`config.mk`:
```
export PLATFORM = sky130hd
export DESIGN_NAME = mem_word_arbiter_flat
export DESIGN_NICKNAME = d
export VERILOG_FILES = /design/src/rtl/mem_word_arbiter_pkg.sv /design/src/rtl/mem_word_arbiter_if.sv /design/src/rtl/mem_word_arbiter_rr_arbiter2.sv /design/src/rtl/mem_word_arbiter.sv /design/src/flat_wrapper.sv
export SDC_FILE = /design/constraint.sdc
export NUM_CORES = 1
export LEC_CHECK = 0
export CORE_MARGIN = 5
export CORE_UTILIZATION = 30
export CTS_BUF_LIST = sky130_fd_sc_hd__clkbuf_2 sky130_fd_sc_hd__clkbuf_4 sky130_fd_sc_hd__clkbuf_8
export CTS_CLUSTER_DIAMETER = 150
export DETAILED_ROUTE_END_ITERATION = 6
export PLACE_DENSITY = 0.6
export SYNTH_ARGS = -nofsm -noshare
export SYNTH_HDL_FRONTEND = slang
export SYNTH_SLANG_ARGS = --single-unit
```
`constraint.sdc`:
```
create_clock -name clk -period 2.4 [get_ports clk]
set_input_delay 0.36 -clock clk [delete_from_list [all_inputs] [get_ports clk]]
set_output_delay 0.36 -clock clk [all_outputs]
set_load 0.005 [all_outputs]
```
`src/rtl/mem_word_arbiter_pkg.sv`:
```
// Shared types and constants for the two-port byte-serial word arbiter.
package mem_arb_pkg;

  localparam int BEATS  = 4;
  localparam int BYTE_W = 8;

  typedef enum logic [1:0] {
    ST_IDLE = 2'd0,
    ST_BEAT = 2'd1,
    ST_ACK  = 2'd2
  } state_t;

  localparam logic PORT_F = 1'b0;
  localparam logic PORT_D = 1'b1;

  // Big-endian byte lane: lane 0 is the most significant byte of the word.
  function automatic logic [BYTE_W-1:0] get_byte(input logic [31:0] w, input logic [1:0] idx);
    case (idx)
      2'd0:    get_byte = w[31:24];
      2'd1:    get_byte = w[23:16];
      2'd2:    get_byte = w[15:8];
      default: get_byte = w[7:0];
    endcase
  endfunction

  function automatic logic [31:0] put_byte(input logic [31:0] w, input logic [1:0] idx,
                                           input logic [BYTE_W-1:0] b);
    put_byte = w;
    case (idx)
      2'd0:    put_byte[31:24] = b;
      2'd1:    put_byte[23:16] = b;
      2'd2:    put_byte[15:8]  = b;
      default: put_byte[7:0]   = b;
    endcase
  endfunction

endpackage

```
`src/rtl/mem_word_arbiter_if.sv`:
```
// Fetch port, data port and shared byte-RAM port of the word arbiter.
interface mem_word_arbiter_if #(parameter int ADDR_W = 16);
  logic              f_req;
  logic [ADDR_W-1:0] f_addr;
  logic [31:0]       f_rdata;
  logic              f_ack;

  logic              d_req;
  logic              d_we;
  logic [ADDR_W-1:0] d_addr;
  logic [31:0]       d_wdata;
  logic [31:0]       d_rdata;
  logic              d_ack;

  logic [ADDR_W-1:0] mem_addr;
  logic              mem_we;
  logic [7:0]        mem_wdata;
  logic [7:0]        mem_rdata;

  // arbiter side
  modport slave (
    input  f_req, f_addr, d_req, d_we, d_addr, d_wdata, mem_rdata,
    output f_rdata, f_ack, d_rdata, d_ack, mem_addr, mem_we, mem_wdata
  );

  // requesters + RAM side
  modport master (
    output f_req, f_addr, d_req, d_we, d_addr, d_wdata, mem_rdata,
    input  f_rdata, f_ack, d_rdata, d_ack, mem_addr, mem_we, mem_wdata
  );
endinterface

```
`src/rtl/mem_word_arbiter_rr_arbiter2.sv`:
```
// Two-way round-robin: bit 0 = fetch, bit 1 = data. After reset fetch wins a tie.
module rr_arbiter2 (
  input  logic       clk,
  input  logic       rst,
  input  logic [1:0] req,
  input  logic       advance,
  output logic [1:0] gnt
);

  logic favour_d;

  // one-hot grant; the favoured port wins when both request
  always_comb begin
    gnt = 2'b00;
    if (req[0] && (!req[1] || !favour_d)) gnt = 2'b01;
    else if (req[1])                      gnt = 2'b10;
  end

  // after any grant, favour the port that was not just served
  always_ff @(posedge clk) begin
    if (!rst)                       favour_d <= 1'b0;
    else if (advance && (|gnt))     favour_d <= gnt[0];
  end

endmodule

```
`src/rtl/mem_word_arbiter.sv`:
```
// Serialises 32-bit word requests from a fetch and a data port onto a byte-wide
// synchronous RAM, four beats per word, big-endian.
//
// state   | meaning
// --------+-----------------------------------------------------------------
// IDLE    | waiting for a request; grant latches port, addr, we, wdata
// BEAT    | one RAM byte per cycle at base+beat; read bytes land a cycle late
// ACK     | last read byte arrives; one-cycle ack to the granted port
module mem_word_arbiter
  import mem_arb_pkg::*;
#(
  parameter int ADDR_W = 16
) (
  input  logic                clk,
  input  logic                rst,
  mem_word_arbiter_if.slave   bus,
  output logic                busy
);

  state_t            state_q, state_d;
  logic [1:0]        beat_q;
  logic              port_q;
  logic              we_q;
  logic [ADDR_W-1:0] base_q;
  logic [31:0]       wdata_q;
  logic [31:0]       buf_q;
  logic [31:0]       f_rdata_q, d_rdata_q;

  logic [1:0]        req;
  logic [1:0]        gnt;
  logic              advance;
  logic [31:0]       word_fin;

  logic [ADDR_W-1:0] mem_addr;
  logic              mem_we;
  logic [7:0]        mem_wdata;
  logic              f_ack, d_ack;
  logic [31:0]       f_rdata, d_rdata;

  assign req     = {bus.d_req, bus.f_req};
  assign advance = (state_q == ST_IDLE) && (|req);

  rr_arbiter2 u_rr (
    .clk     (clk),
    .rst     (rst),
    .req     (req),
    .advance (advance),
    .gnt     (gnt)
  );

  // next state and all port outputs; the final read byte is bypassed straight
  // from the RAM so rdata is valid in the ack cycle itself
  always_comb begin
    state_d   = state_q;
    busy      = 1'b1;
    mem_addr  = '0;
    mem_we    = 1'b0;
    mem_wdata = '0;
    f_ack     = 1'b0;
    d_ack     = 1'b0;
    word_fin  = {buf_q[31:8], bus.mem_rdata};
    f_rdata   = f_rdata_q;
    d_rdata   = d_rdata_q;
    case (state_q)
      ST_IDLE: begin
        busy = 1'b0;
        if (|req) state_d = ST_BEAT;
      end
      ST_BEAT: begin
        mem_addr = base_q + ADDR_W'(beat_q);
        if (we_q) begin
          mem_we    = 1'b1;
          mem_wdata = get_byte(wdata_q, beat_q);
        end
        if (beat_q == 2'(BEATS - 1)) state_d = ST_ACK;
      end
      ST_ACK: begin
        state_d = ST_IDLE;
        if (port_q == PORT_F) begin
          f_ack   = 1'b1;
          f_rdata = word_fin;
        end else begin
          d_ack = 1'b1;
          if (!we_q) d_rdata = word_fin;
        end
      end
      default: state_d = ST_IDLE;
    endcase
  end

  // state register plus latched transaction and read assembly
  always_ff @(posedge clk) begin
    if (!rst) begin
      state_q   <= ST_IDLE;
      beat_q    <= '0;
      port_q    <= PORT_F;
      we_q      <= 1'b0;
      base_q    <= '0;
      wdata_q   <= '0;
      buf_q     <= '0;
      f_rdata_q <= '0;
      d_rdata_q <= '0;
    end else begin
      state_q <= state_d;
      case (state_q)
        ST_IDLE: begin
          if (|req) begin
            port_q  <= gnt[1];
            we_q    <= gnt[1] & bus.d_we;
            base_q  <= gnt[1] ? bus.d_addr : bus.f_addr;
            wdata_q <= bus.d_wdata;
            beat_q  <= '0;
          end
        end
        ST_BEAT: begin
          beat_q <= beat_q + 2'd1;
          if (!we_q && (beat_q != 2'd0))
            buf_q <= put_byte(buf_q, beat_q - 2'd1, bus.mem_rdata);
        end
        ST_ACK: begin
          if (port_q == PORT_F)  f_rdata_q <= word_fin;
          else if (!we_q)        d_rdata_q <= word_fin;
        end
        default: ;
      endcase
    end
  end

  assign bus.mem_addr  = mem_addr;
  assign bus.mem_we    = mem_we;
  assign bus.mem_wdata = mem_wdata;
  assign bus.f_ack     = f_ack;
  assign bus.d_ack     = d_ack;
  assign bus.f_rdata   = f_rdata;
  assign bus.d_rdata   = d_rdata;

endmodule

```
`src/flat_wrapper.sv`:
```
// flat-port wrapper written by rule: the top's interface ports become plain ports
module mem_word_arbiter_flat import mem_arb_pkg::*;
#(
  parameter int ADDR_W = 16
)
  (clk, rst, busy, bus_f_req, bus_f_addr, bus_d_req, bus_d_we, bus_d_addr, bus_d_wdata, bus_mem_rdata, bus_f_rdata, bus_f_ack, bus_d_rdata, bus_d_ack, bus_mem_addr, bus_mem_we, bus_mem_wdata);
  mem_word_arbiter_if #(.ADDR_W(ADDR_W)) bus_i ();
  input  logic clk;
  input  logic rst;
  output logic busy;
  input wire logic [$bits(bus_i.f_req)-1:0] bus_f_req;
  input wire logic [$bits(bus_i.f_addr)-1:0] bus_f_addr;
  input wire logic [$bits(bus_i.d_req)-1:0] bus_d_req;
  input wire logic [$bits(bus_i.d_we)-1:0] bus_d_we;
  input wire logic [$bits(bus_i.d_addr)-1:0] bus_d_addr;
  input wire logic [$bits(bus_i.d_wdata)-1:0] bus_d_wdata;
  input wire logic [$bits(bus_i.mem_rdata)-1:0] bus_mem_rdata;
  output wire logic [$bits(bus_i.f_rdata)-1:0] bus_f_rdata;
  output wire logic [$bits(bus_i.f_ack)-1:0] bus_f_ack;
  output wire logic [$bits(bus_i.d_rdata)-1:0] bus_d_rdata;
  output wire logic [$bits(bus_i.d_ack)-1:0] bus_d_ack;
  output wire logic [$bits(bus_i.mem_addr)-1:0] bus_mem_addr;
  output wire logic [$bits(bus_i.mem_we)-1:0] bus_mem_we;
  output wire logic [$bits(bus_i.mem_wdata)-1:0] bus_mem_wdata;
  assign bus_i.f_req = bus_f_req;
  assign bus_i.f_addr = bus_f_addr;
  assign bus_i.d_req = bus_d_req;
  assign bus_i.d_we = bus_d_we;
  assign bus_i.d_addr = bus_d_addr;
  assign bus_i.d_wdata = bus_d_wdata;
  assign bus_i.mem_rdata = bus_mem_rdata;
  assign bus_f_rdata = bus_i.f_rdata;
  assign bus_f_ack = bus_i.f_ack;
  assign bus_d_rdata = bus_i.d_rdata;
  assign bus_d_ack = bus_i.d_ack;
  assign bus_mem_addr = bus_i.mem_addr;
  assign bus_mem_we = bus_i.mem_we;
  assign bus_mem_wdata = bus_i.mem_wdata;
  mem_word_arbiter #(.ADDR_W(ADDR_W)) u_core (.clk(clk), .rst(rst), .bus(bus_i), .busy(busy));
endmodule
```
Word-level counts from Yosys, hierarchy flattened
Cells that the tools add are included.

word-level totals
  register bits = 143
  input bits = 77
  logic and storage cells = 70
  output and inout bits = 92

operators by class
  add/subtract/negate cells = 3
  bitwise logic cells = 1
  reduce and logical (&&, ||, !) cells = 21
  eq/ne operators = 9
  muxes and demuxes = 24

operators with widths
  kind                 count
  $mux 32              5
  $mux 16              2
  $pmux 8 s3           1
  $add 16x2->16        1
  $mux 8               2
  $mux 2               5
  $reduce_and 3->1     3
  $eq 2x2->1 const B   4
  $pmux 2 s2           2
  $mux 1               7
  $eq 2x1->1 const B   3
  $logic_not 2->1      3
  $reduce_and 2->1     3
  $logic_and 1x1->1    4
  $reduce_bool 2->1    2
  $reduce_or 2->1      2
  $logic_not 1->1      3
  $add 2x1->2 const B  1
  $ne 2x1->1 const B   1
  $ne 2x2->1 const B   1
  $sub 2x1->2 const B  1
  $and 1x1->1          1
  $logic_or 1x1->1     1

Logic depth before layout (Yosys ltp)
  depth in word-level cells = 6
  gate-level depth with buffers = 8
  depth with buffers taken out = 6

Modules after synthesis
Synthesis repeated with hierarchy kept, for this count alone.

unflattened totals
  cell total of the unflattened synthesis = 672
  area total of the unflattened synthesis = 6,486.2 um^2

by module, submodules not included
  module            cells each  area each (um^2)  instances
  mem_word_arbiter  665         6,424.9           1
  rr_arbiter2       7           61.3              1

Worst setup path before layout
OpenSTA, ideal clock, no wires.

  kind = register -> output
  start point = reg u_core.beat_q[1]
  end point = out bus_mem_addr[15]
  arrival = 1,683 ps
  path slack = 357 ps
  cell stages (with the launch flop) = 6
  data required time = 2,040 ps
  buffers on the path = 0
  cells stage by stage = dfxtp_1 -> ha_1 -> a21oi_1 -> or3_1 -> or3_1 -> a21oi_1

on the way
  word-level cells in the longest chain between the ends = 2

RTL lines
  item                      line                     RTL
  start: declaration        mem_word_arbiter.sv:21   logic [1:0] beat_q;
  start signal: assignment  mem_word_arbiter.sv:116  beat_q <= beat_q + 2'd1;
  $add 16x2->16             mem_word_arbiter.sv:70   mem_addr = base_q + ADDR_W'(beat_q);
  $mux 16                   mem_word_arbiter.sv:64   case (state_q)
  end: declaration          flat_wrapper.sv:22       output wire logic [$bits(bus_i.mem_addr)-1:0] bus_mem_addr;

Every way passes these cells.

Worst setup path in the final report
  start point = reg u_core.port_q
  end point = out bus_f_rdata[12]

on the way
  word-level cells in the longest chain between the ends = 2

RTL lines
  item                      line                     RTL
  start: declaration        mem_word_arbiter.sv:22   logic port_q;
  start signal: assignment  mem_word_arbiter.sv:108  port_q <= gnt[1];
  $mux 32                   mem_word_arbiter.sv:79   if (port_q == PORT_F) begin
  $mux 32                   mem_word_arbiter.sv:64
  end: declaration          flat_wrapper.sv:18       output wire logic [$bits(bus_i.f_rdata)-1:0] bus_f_rdata;

Every way passes these cells.

==> flow_summary.json <==
{
  "drive_above_1_share_pct": 32.5,
  "ctsHoldBuffers": 0,
  "place_congestion": 0.769,
  "core_area_mm2": 0.0204,
  "critPathSlowestCell": "dfxtp_2",
  "cts.sinks": 143,
  "place_hpwl_um": 12400,
  "vias_per_cell": 4.61,
  "clockRootBuffer": "clkbuf_8",
  "area_growth_pct": 54.9,
  "cp-start-kind": "flip-flop",
  "p_per_area_mw_per_mm2": 532,
  "fp.dieH_um": 154,
  "start_util_pct": 30.6,
  "syn-num-nets": 754,
  "cp_data_arrival_time_ps": 2090,
  "cp.required_ps": 2040,
  "drt-pass1-iter-count": 4,
  "tritoncts": "done",
  "yosys.area.top_type": "dfxtp_1",
  "dr.first_iter.drc_count": 275,
  "clk_pin_slew_ps": 80,
  "grtUsageTotal_pct": 15.2,
  "worstSetupPathType": "reg2out",
  "first_global_vias": 5360,
  "relSlewSlack_pct": 62.8,
  "synth_cells": 669,
  "cp-end-kind": "output pin",
  "synth_common_cells": "dfxtp_1 (143), nand2_1 (101), a21oi_1 (73)",
  "die-area_mm2": 0.0238,
  "ys_top_cells_by_area": "dfxtp_1 (46%), mux2_4 (7.2%), and2_1 (6.6%)",
  "vias": 5480,
  "wl_um": 19100,
  "p_leak_nw": 4.41,
  "diodes": 0,
  "synth_area_mm2": 0.00624,
  "timing.hold.ws_ps": 453,
  "ys_ff_latch": 143,
  "place_area_mm2": 0.00839,
  "max_cap_violations": 0,
  "slew_viol_final": 0,
  "design_area_mm2": 0.00966,
  "fin_crit_ps": 2450,
  "cts.path.max_buffers": 2,
  "ios": 169,
  "worstSkewPairLatency_ps": 450,
  "slowest_delay_ps": 330,
  "ys_types": 41,
  "drtAntennaViolNets": 0,
  "setup_viol": 23,
  "rsz0062_at_grt": "true",
  "ir_drop_mv": 0.301,
  "remaining_drc_errors": 0,
  "cts_made_buffers": 17,
  "grt_max_degree": 66,
  "period_share_pct": 102,
  "utilization_pct": 47.5,
  "outcome": "complete, but fails checks",
  "port_buffers": 168,
  "synth-edff-count": 0,
  "die_w_um": 154,
  "hold_violations": 0,
  "async_reset_ff_share_pct": 0,
  "fin_total_pwr_mw": 5.14,
  "yosysTopAreaCellShare_pct": 45.9,
  "tightest_slew_ps": 557,
  "critical_path.max_fanout": 6,
  "antenna_found_initial": 0,
  "hold_path_class": "in2reg",
  "gr-total-overflow": 0,
  "nets": 990,
  "final.setup.tns_ps": -522,
  "seq_area_frac_synth_pct": 45.9,
  "rows": 52,
  "ys_warn_count": 0,
  "grt_first_pass_wirelength_um": 29000,
  "fmax_mhz": 408,
  "wire_per_inst_um": 16.0,
  "violations": "negative setup slack",
  "cp_cell_sequence": "buf_6 -> nor3b_4 -> buf_4 -> buf_6 -> buf_12 -> clkbuf_16 -> buf_4 -> mux2_4 -> clkbuf_2",
  "syn_avg_cell_area_um2": 9.33,
  "synth.most_common_cell": "dfxtp_1",
  "fin_worst_skew_ps": 13.4,
  "timing.final.ws_setup_ps": -48.8,
  "h-tree-depth": 4,
  "ys.flop_type": "dfxtp_1"
}
state kept, by name, summed over array words and instances (netlist names):
| register | flops |
|---|---|
| u_core.port_q | 1 |
| u_core.u_rr.favour_d | 1 |
| u_core.buf_q | 24 |
| u_core.d_rdata_q | 32 |
| u_core.beat_q | 2 |
| u_core.f_rdata_q | 32 |
| u_core.base_q | 16 |
| u_core.we_q | 1 |
| u_core.state_q | 2 |
| u_core.wdata_q | 32 |
per-stage QoR:
step	worst slack [ps]	instances
2_1_floorplan	357	669
3_3_place_gp	-119	1101
3_5_place_dp	-126	1101
4_1_cts	-240	1164
5_1_grt	-186	1188
6_report	-48.8	1188
path summary, 6_finish.rpt:
path	from	to	slack, ps	depth (start not counted)
worst max-delay path	u_core.port_q	bus_f_rdata[12]	-50	9
worst min-delay path	bus_d_wdata[27]	u_core.wdata_q[27]	450	3
worst max register to register	u_core.beat_q[0]	u_core.buf_q[22]	430	10
worst min register to register	u_core.wdata_q[3]	u_core.wdata_q[3]	460	2
worst max-delay path: cells and delay by family, from the launching register on:
kind	cells	cell delay, ps
buffers and inverters	7	810
DFF	1	330
and+or+nand+nor	1	200
muxes	1	290
metal layers:
| layer | up-vias | global-route usage, % | wire (µm) |
|---|---|---|---|
| met5 | - | 0 | 0 |
| met4 | 0 | 4.42 | 235 |
| met3 | 23 | 3.49 | 1020 |
| met2 | 156 | 24.8 | 8850 |
| met1 | 2552 | 20.1 | 8960 |
| li1 | 2749 | - | - |
what timing repair did:
action / 4_1_cts / 5_1_grt
setup endpoints to repair: 88 / 87
gates resized for setup: 232 / 150
gates cloned: 2 / 2
pin swaps: 32 / 19
buffers inserted: 30 / 26
cell usage in the layout (no fill, tap or decap), types with 22 or more instances in the layout:
master,instances
clkbuf_2,26
nand3_1,30
mux2_4,47
buf_6,47
nand2_1,100
and2_1,66
clkdlybuf4s50_1,79
a21oi_1,70
dlymetal6s2s_1,22
dfxtp_1,136
nor2_1,45
buf_4,49
final cells by class:
cell class | count | area (µm²)
inverter | 7 | 36.3
fill | 1965 | 10700
clock buffer | 19 | 262
timing repair buffer | 264 | 2590
sequential | 143 | 2870
tap | 270 | 338
multi-input combinational | 472 | 3420
clock inverter | 13 | 138
kinds of logic after synthesis:
group,synth area share (%)
AOI/OAI and AO/OA,9.86
xor gates and xnor gates,1.40
adders and majority gates,1.72
buffers and inverters,4.17
DFF,45.9
muxes,16.1
and+or+nand+nor,20.9
power by group:
part	total, mW	internal, mW	switching, mW
clock	1.96	0.982	0.979
combinational	0.674	0.337	0.337
sequential	2.50	2.45	0.0540
total	5.14	3.77	1.37
Note: power is estimated with default switching activity, not from simulation.
